===== config.mk =====
export PLATFORM = sky130hd
export DESIGN_NAME = mem_port_arbiter
export DESIGN_NICKNAME = d
export VERILOG_FILES = /design/src/rtl/mem_port_arbiter.sv
export SDC_FILE = /design/constraint.sdc
export NUM_CORES = 1
export LEC_CHECK = 0
export ABC_AREA = 1
export ABC_CLOCK_PERIOD_IN_PS = 3100
export CAP_MARGIN = 20
export CORE_ASPECT_RATIO = 1.1
export CORE_MARGIN = 2
export CORE_UTILIZATION = 24
export CTS_CLUSTER_DIAMETER = 120
export DETAILED_ROUTE_END_ITERATION = 10
export GPL_ROUTABILITY_DRIVEN = 0
export GPL_TIMING_DRIVEN = 1
export RECOVER_POWER = 100
export SLEW_MARGIN = 20
export SYNTH_ARGS = -nofsm -noshare
export SYNTH_HDL_FRONTEND = slang
export SYNTH_SLANG_ARGS = --single-unit

===== constraint.sdc =====
create_clock -name clk -period 3.1 [get_ports clk]
set_input_delay 0.62 -clock clk [delete_from_list [all_inputs] [get_ports clk]]
set_output_delay 0.62 -clock clk [all_outputs]
set_load 0.02 [all_outputs]

===== src/rtl/mem_port_arbiter.sv =====
// Arbitrates fetch and data requesters onto one fixed-latency single-port memory.
// Optional fetch starvation guard: define ARB_STARVE_GUARD_EN.
module mem_port_arbiter #(
  parameter int AW         = 16,
  parameter int DW         = 16,
  parameter int MEM_LAT    = 2,
  parameter int STARVE_MAX = 4
) (
  input  logic          clk,
  input  logic          reset,
  input  logic          if_req,
  input  logic [AW-1:0] if_addr,
  output logic          if_ack,
  output logic [DW-1:0] if_rdata,
  input  logic          d_req,
  input  logic          d_we,
  input  logic [AW-1:0] d_addr,
  input  logic [DW-1:0] d_wdata,
  output logic          d_ack,
  output logic [DW-1:0] d_rdata,
  output logic          stall_if,
  output logic          stall_mem,
  output logic          mem_en,
  output logic          mem_we,
  output logic [AW-1:0] mem_addr,
  output logic [DW-1:0] mem_wdata,
  input  logic [DW-1:0] mem_rdata
);

  localparam int CW = $clog2(MEM_LAT + 1);

  typedef enum logic [1:0] {IDLE, ISSUE, WAIT, RESP} state_t;

  state_t        state, stateNext;
  logic [CW-1:0] latCnt;
  logic          ownerData;
  logic          isStore;
  logic          grantData;
  logic          grantFetch;
  logic          fetchForce;

`ifdef ARB_STARVE_GUARD_EN
  localparam int SW = $clog2(STARVE_MAX + 1);
  logic [SW-1:0] starveCnt;

  // Qualified by if_req so a just-dropped fetch cannot block a pending data access.
  assign fetchForce = if_req && (starveCnt == SW'(STARVE_MAX));

  always_ff @(posedge clk) begin
    if (reset) begin
      starveCnt <= '0;
    end else if (!if_req || grantFetch) begin
      starveCnt <= '0;
    end else if (grantData) begin
      starveCnt <= starveCnt + SW'(1);
    end
  end
`else
  // Strict data priority; STARVE_MAX only matters when the guard is built in.
  assign fetchForce = (STARVE_MAX < 0);
`endif

  always_comb begin
    stateNext  = state;
    grantData  = 1'b0;
    grantFetch = 1'b0;
    case (state)
      IDLE: begin
        if (d_req && !fetchForce) begin
          grantData = 1'b1;
          stateNext = ISSUE;
        end else if (if_req) begin
          grantFetch = 1'b1;
          stateNext  = ISSUE;
        end
      end
      ISSUE:   stateNext = isStore ? RESP : WAIT;
      WAIT:    if (latCnt == CW'(1)) stateNext = RESP;
      RESP:    stateNext = IDLE;
      default: stateNext = IDLE;
    endcase
  end

  always_ff @(posedge clk) begin
    if (reset) begin
      state     <= IDLE;
      latCnt    <= '0;
      ownerData <= 1'b0;
      isStore   <= 1'b0;
      mem_en    <= 1'b0;
      mem_we    <= 1'b0;
      mem_addr  <= '0;
      mem_wdata <= '0;
      if_ack    <= 1'b0;
      d_ack     <= 1'b0;
      if_rdata  <= '0;
      d_rdata   <= '0;
    end else begin
      state  <= stateNext;
      mem_en <= grantData || grantFetch;
      mem_we <= grantData && d_we;
      if (grantData || grantFetch) begin
        mem_addr  <= grantData ? d_addr : if_addr;
        ownerData <= grantData;
        isStore   <= grantData && d_we;
      end
      if (grantData) mem_wdata <= d_wdata;

      if (state == ISSUE) begin
        latCnt <= CW'(MEM_LAT);
      end else if (state == WAIT) begin
        latCnt <= latCnt - CW'(1);
      end

      // Counter is about to hit zero: mem_rdata is valid in this cycle.
      if (state == WAIT && latCnt == CW'(1)) begin
        if (ownerData) d_rdata <= mem_rdata;
        else           if_rdata <= mem_rdata;
      end

      if_ack <= (stateNext == RESP) && !ownerData;
      d_ack  <= (stateNext == RESP) && ownerData;
    end
  end

  assign stall_if  = if_req && !if_ack && !reset;
  assign stall_mem = d_req && !d_ack && !reset;

endmodule


# [Yosys cells after proc, flatten, opt, wreduce, memory -nomap -nowiden]
# Index checks and enable logic that the tools add are counted.
# Widths: inputs -> output; s select.
[classes] n_reduce_logical=18 n_bitwise=1 eq_ne=5 add_sub_neg=1 n_mux=13
[op_table] op="$mux 16" count=1
[op_table] op="$mux 2" count=5
[op_table] op="$logic_and 1x1->1" count=8
[op_table] op="$pmux 2 s4" count=1
[op_table] op="$eq 2x2->1 const B" count=3
[op_table] op="$mux 1" count=6
[op_table] op="$eq 2x1->1 const B" count=2
[op_table] op="$logic_not 1->1" count=4
[op_table] op="$reduce_and 2->1" count=2
[op_table] op="$logic_not 2->1" count=1
[op_table] op="$reduce_bool 2->1" count=1
[op_table] op="$reduce_or 2->1" count=1
[op_table] op="$sub 2x1->2 const B" count=1
[op_table] op="$logic_or 1x1->1" count=1
[op_table] op="$not 1->1" count=1
[word_totals] register_bits=74 word_cells=51 input_bits=69

# [Depth between registers and ports, before layout]
# Gate-level depths: netlist (run 1).
[logic_depth] depth_word=5 mapped_depth=8 depth_no_buf=8

# [Least setup slack after synthesis (run 1)]
# No wires, ideal clock.
[synth_timing] path_type="input port to output port" startpoint="input port reset" endpoint="output port stall_if" path_buffers=1 slack_ns=1.208 arrival_time_ns=1.272 stages=2 cell_sequence="buf_2 -> nor3_1"
[synth_between] elab_chain_len=2
[synth_lines] element="from (decl)" line="10" text="input logic reset,"
[synth_lines] element="$logic_not 1->1" line="126" text="assign stall_if = if_req && !if_ack && !reset;"
[synth_lines] element="$logic_and 1x1->1" line="126"
[synth_lines] element="to (decl)" line="21" text="output logic stall_if,"
# No other way between the ends.

# [Worst setup path after layout (run 1)]
[layout_timing] startpoint="input port d_req" endpoint="output port stall_mem"
[layout_between] elab_chain_len=2
[layout_lines] element="from (decl)" line="15" text="input logic d_req,"
[layout_lines] element="$logic_and 1x1->1 (2 in a row)" line="127" text="assign stall_mem = d_req && !d_ack && !reset;"
[layout_lines] element="to (decl)" line="22" text="output logic stall_mem,"
# No other way between the ends.

==> flow_metrics.py, run 1 <==
metrics = {
    "global_routing": {
        "grt_max_degree": 51,
        "grt_pass1_wl_mm": 13.4,
        "grt_pass1_vias": 2740,
        "antenna_found_initial": 0,
        "grt_overflow": 0,
        "grtUsageTotal_pct": 13.1,
    },
    "timing": {
        "fin_crit_sh_pct": 88.7,
        "max_freq_mhz": 364,
        "rsz0062_at_grt": "no",
        "period_minus_slack_ns": 2.75,
        "final_max_slew_viol_count": 0,
        "hold_viol": 0,
        "setup_tns_ns": 0,
        "skew_ns": 0.00625,
        "setup_slack_ns": 0.349,
        "timing.slew.headroom_pct": 27.2,
        "tightest_slew_ns": 1.09,
        "finalSetupViolCount": 0,
    },
    "logic_synthesis": {
        "synth_warnings": 0,
        "synthTopCellsByArea": "dfxtp_1, o21ai_1, nor2_1",
        "synth.avg_cell_area_um2": 8.11,
        "synth-seq-area-share_pct": 50.9,
        "synth_top_area_share_pct": 50.9,
        "synthesis.instances": 359,
        "synth_edf_count": 0,
        "yosysTopAreaCell": "dfxtp_1",
        "synth_ff_type": "dfxtp_1",
        "synth_fp_nets": 433,
        "synth_area_mm2": 0.00291,
        "synth_async_sr_flop_share_pct": 0,
        "synth.distinct_cells": 27,
        "synth_seq_cells": 74,
    },
    "setup_path": {
        "path_max_fanout": 17,
        "required_ns": 2.48,
        "arrival_ns": 2.13,
        "cp-end-kind": "output port",
        "start_kind": "input pin",
        "worstSetupPathType": "in2out",
    },
    "finish": {
        "regArea_mm2": 0.00148,
        "final_nets": 564,
        "final_util_pct": 39.0,
        "area_growth_syn_to_layout_pct": 59.6,
        "multi_input_area_mm2": 0.00121,
        "diodes": 0,
        "nFillCells": 1233,
        "final_area_mm2": 0.00465,
        "post_route_cells_drive_above_1_share_pct": 8.69,
        "fin_cells": 649,
    },
    "floorplanning": {
        "rows": 42,
        "die_y_um": 120,
        "start_util_pct": 24.4,
        "fp.dieW_um": 109,
        "coreArea_mm2": 0.0119,
        "fp.dieArea_mm2": 0.0130,
        "io_pins": 139,
    },
    "clock_network": {
        "postCtsHoldBufs": 0,
        "clockBufferDepth": 2,
        "htree_levels": 3,
        "clock-sinks": 74,
        "cts_made_buffers": 9,
        "root_buffer": "clkbuf_16",
        "cts-resized-gates": 0,
        "cts_tree": "built",
        "clk_latency_ns": 0.33,
        "post-cts-setup-buffers": 0,
        "clk_pin_slew_ns": 0.06,
    },
    "routing": {
        "num_vias": 2818,
        "routed_wl_mm": 8.45,
        "firstDrtPassIters": 4,
        "antenna_left": 0,
        "wire_per_inst_um": 13.0,
        "via_per_inst": 4.34,
        "drt_iter0_markers": 99,
        "drc": 0,
    },
    "power_and_ir_drop": {
        "power_density_mw_per_mm2": 715,
        "irDropWorstVdd_mv": 0.255,
        "p_leak_nw": 1.93,
    },
    "place": {
        "dp.final_hpwl_mm": 6.07,
        "dp_cells": 633,
        "place_ws_ns": 0.470,
        "dpl_cell_area_mm2": 0.00437,
        "io_buffers": 138,
    },
    "min_path": {
        "hp-class": "reg2reg",
    },
    "run": {
        "cap_violations": 0,
    },
    "outcome": {
        "status": "completed",
    },
}
==> cell usage after synthesis (6+ instances only) <==
cell and count:
dfxtp_1 74, nor2_1 61, o21ai_1 47, a21oi_1 34
nand2_1 27, o21ai_0 19, nand3_1 16, nor2_2 11
inv_1 10, or2_0 9, buf_4 7, or2_2 7
clkbuf_1 6
==> registers in the layout (all words and copies together) (netlist names) <==
name       flops
latCnt         2
mem_en         1
if_rdata      16
isStore        1
mem_addr      16
ownerData      1
d_ack          1
d_rdata       16
mem_wdata     16
mem_we         1
state          2
if_ack         1
==> critical path, stage by stage <==
cell and delay (ns):
dlygate4sd3_1 0.57, inv_2 0.12, nor3_1 0.13, dlygate4sd3_1 0.69
==> final timing paths <==
path	startpoint	endpoint	slack [ns]	depth (start not counted)
max reg2reg	state[0]	d_rdata[6]	0.70	7
max	d_req	stall_mem	0.35	4
min reg2reg	d_rdata[8]	d_rdata[8]	0.46	2
min	d_rdata[8]	d_rdata[8]	0.46	2
==> cell families after synthesis <==
logic type,after synthesis,synth area share (%)
adders and majority gates,5,2.15
xor gates and xnor gates,1,0.301
buffers and inverters,37,7.00
DFF,74,50.9
AOI/OAI and AO/OA,102,17.7
and+or+nand+nor,140,22.0
==> layout by cell type, fill, tap and decap left out <==
master and n:
clkbuf_1 1, or2_0 9, dlygate4sd3_1 72, nand3_1 16
clkbuf_16 9, nand2_2 1, clkinv_2 2, buf_4 3
a21oi_2 1, o21ai_1 29, o21ai_0 37, ha_1 5
nor3_1 4, nand2_1 29, bufinv_16 1, nor2_2 10
clkinvlp_4 4, or2_2 7, clkdlybuf4s50_1 66, a31oi_1 1
xnor2_1 1, a21oi_1 34, clkinvlp_2 1, dfxtp_1 74
nor2_1 63, nor2_4 1, inv_2 2, inv_4 1
inv_1 11
==> layout make-up <==
cell class,instances,share of cell area (%)
sequential,74,31.9
tap,154,4.14
multi-input combinational,248,26.1
clock buffer,9,4.84
inverter,15,1.29
clock inverter,7,1.51
timing repair buffer,142,30.3
==> per-stage QoR <==
step                total power, mW  hold slack (ns)
detailed placement             2.42            0.453
finish                         3.32            0.459
global route                   3.53            0.478
floorplan                      1.92            0.439
CTS                            3.45            0.461
global placement               2.39            0.450
==> routing by layer <==
layer / track usage (%) / share of wire, % / up-vias
met4: 4.81 / 1.4 / 0
met5: 0 / 0 / -
met2: 21.6 / 45 / 101
met1: 16.1 / 45 / 1261
li1: - / - / 1445
met3: 3.91 / 7.9 / 11
==> report_power, final <==
| group | switching [mW] | leakage (nW) | internal [mW] | total (mW) |
|---|---|---|---|---|
| sequential | 0.0816 | 0.605 | 1.13 | 1.21 |
| combinational | 0.646 | 1.19 | 0.445 | 1.09 |
| clock | 0.401 | 0.133 | 0.620 | 1.02 |
| total | 1.13 | 1.93 | 2.19 | 3.32 |
Power figures use the tool's default switching activity.
==> run 2, diff against run 1 <==
--- a/config.mk
+++ b/config.mk
@@ -11,9 +11,7 @@
 export CORE_ASPECT_RATIO = 1.1
 export CORE_MARGIN = 2
 export CORE_UTILIZATION = 24
-export CTS_CLUSTER_DIAMETER = 120
 export DETAILED_ROUTE_END_ITERATION = 10
-export GPL_ROUTABILITY_DRIVEN = 0
 export GPL_TIMING_DRIVEN = 1
 export RECOVER_POWER = 100
 export SLEW_MARGIN = 20
==> results of run 2 <==
The final DEF is identical to that of run 1; final timing and power are the same.
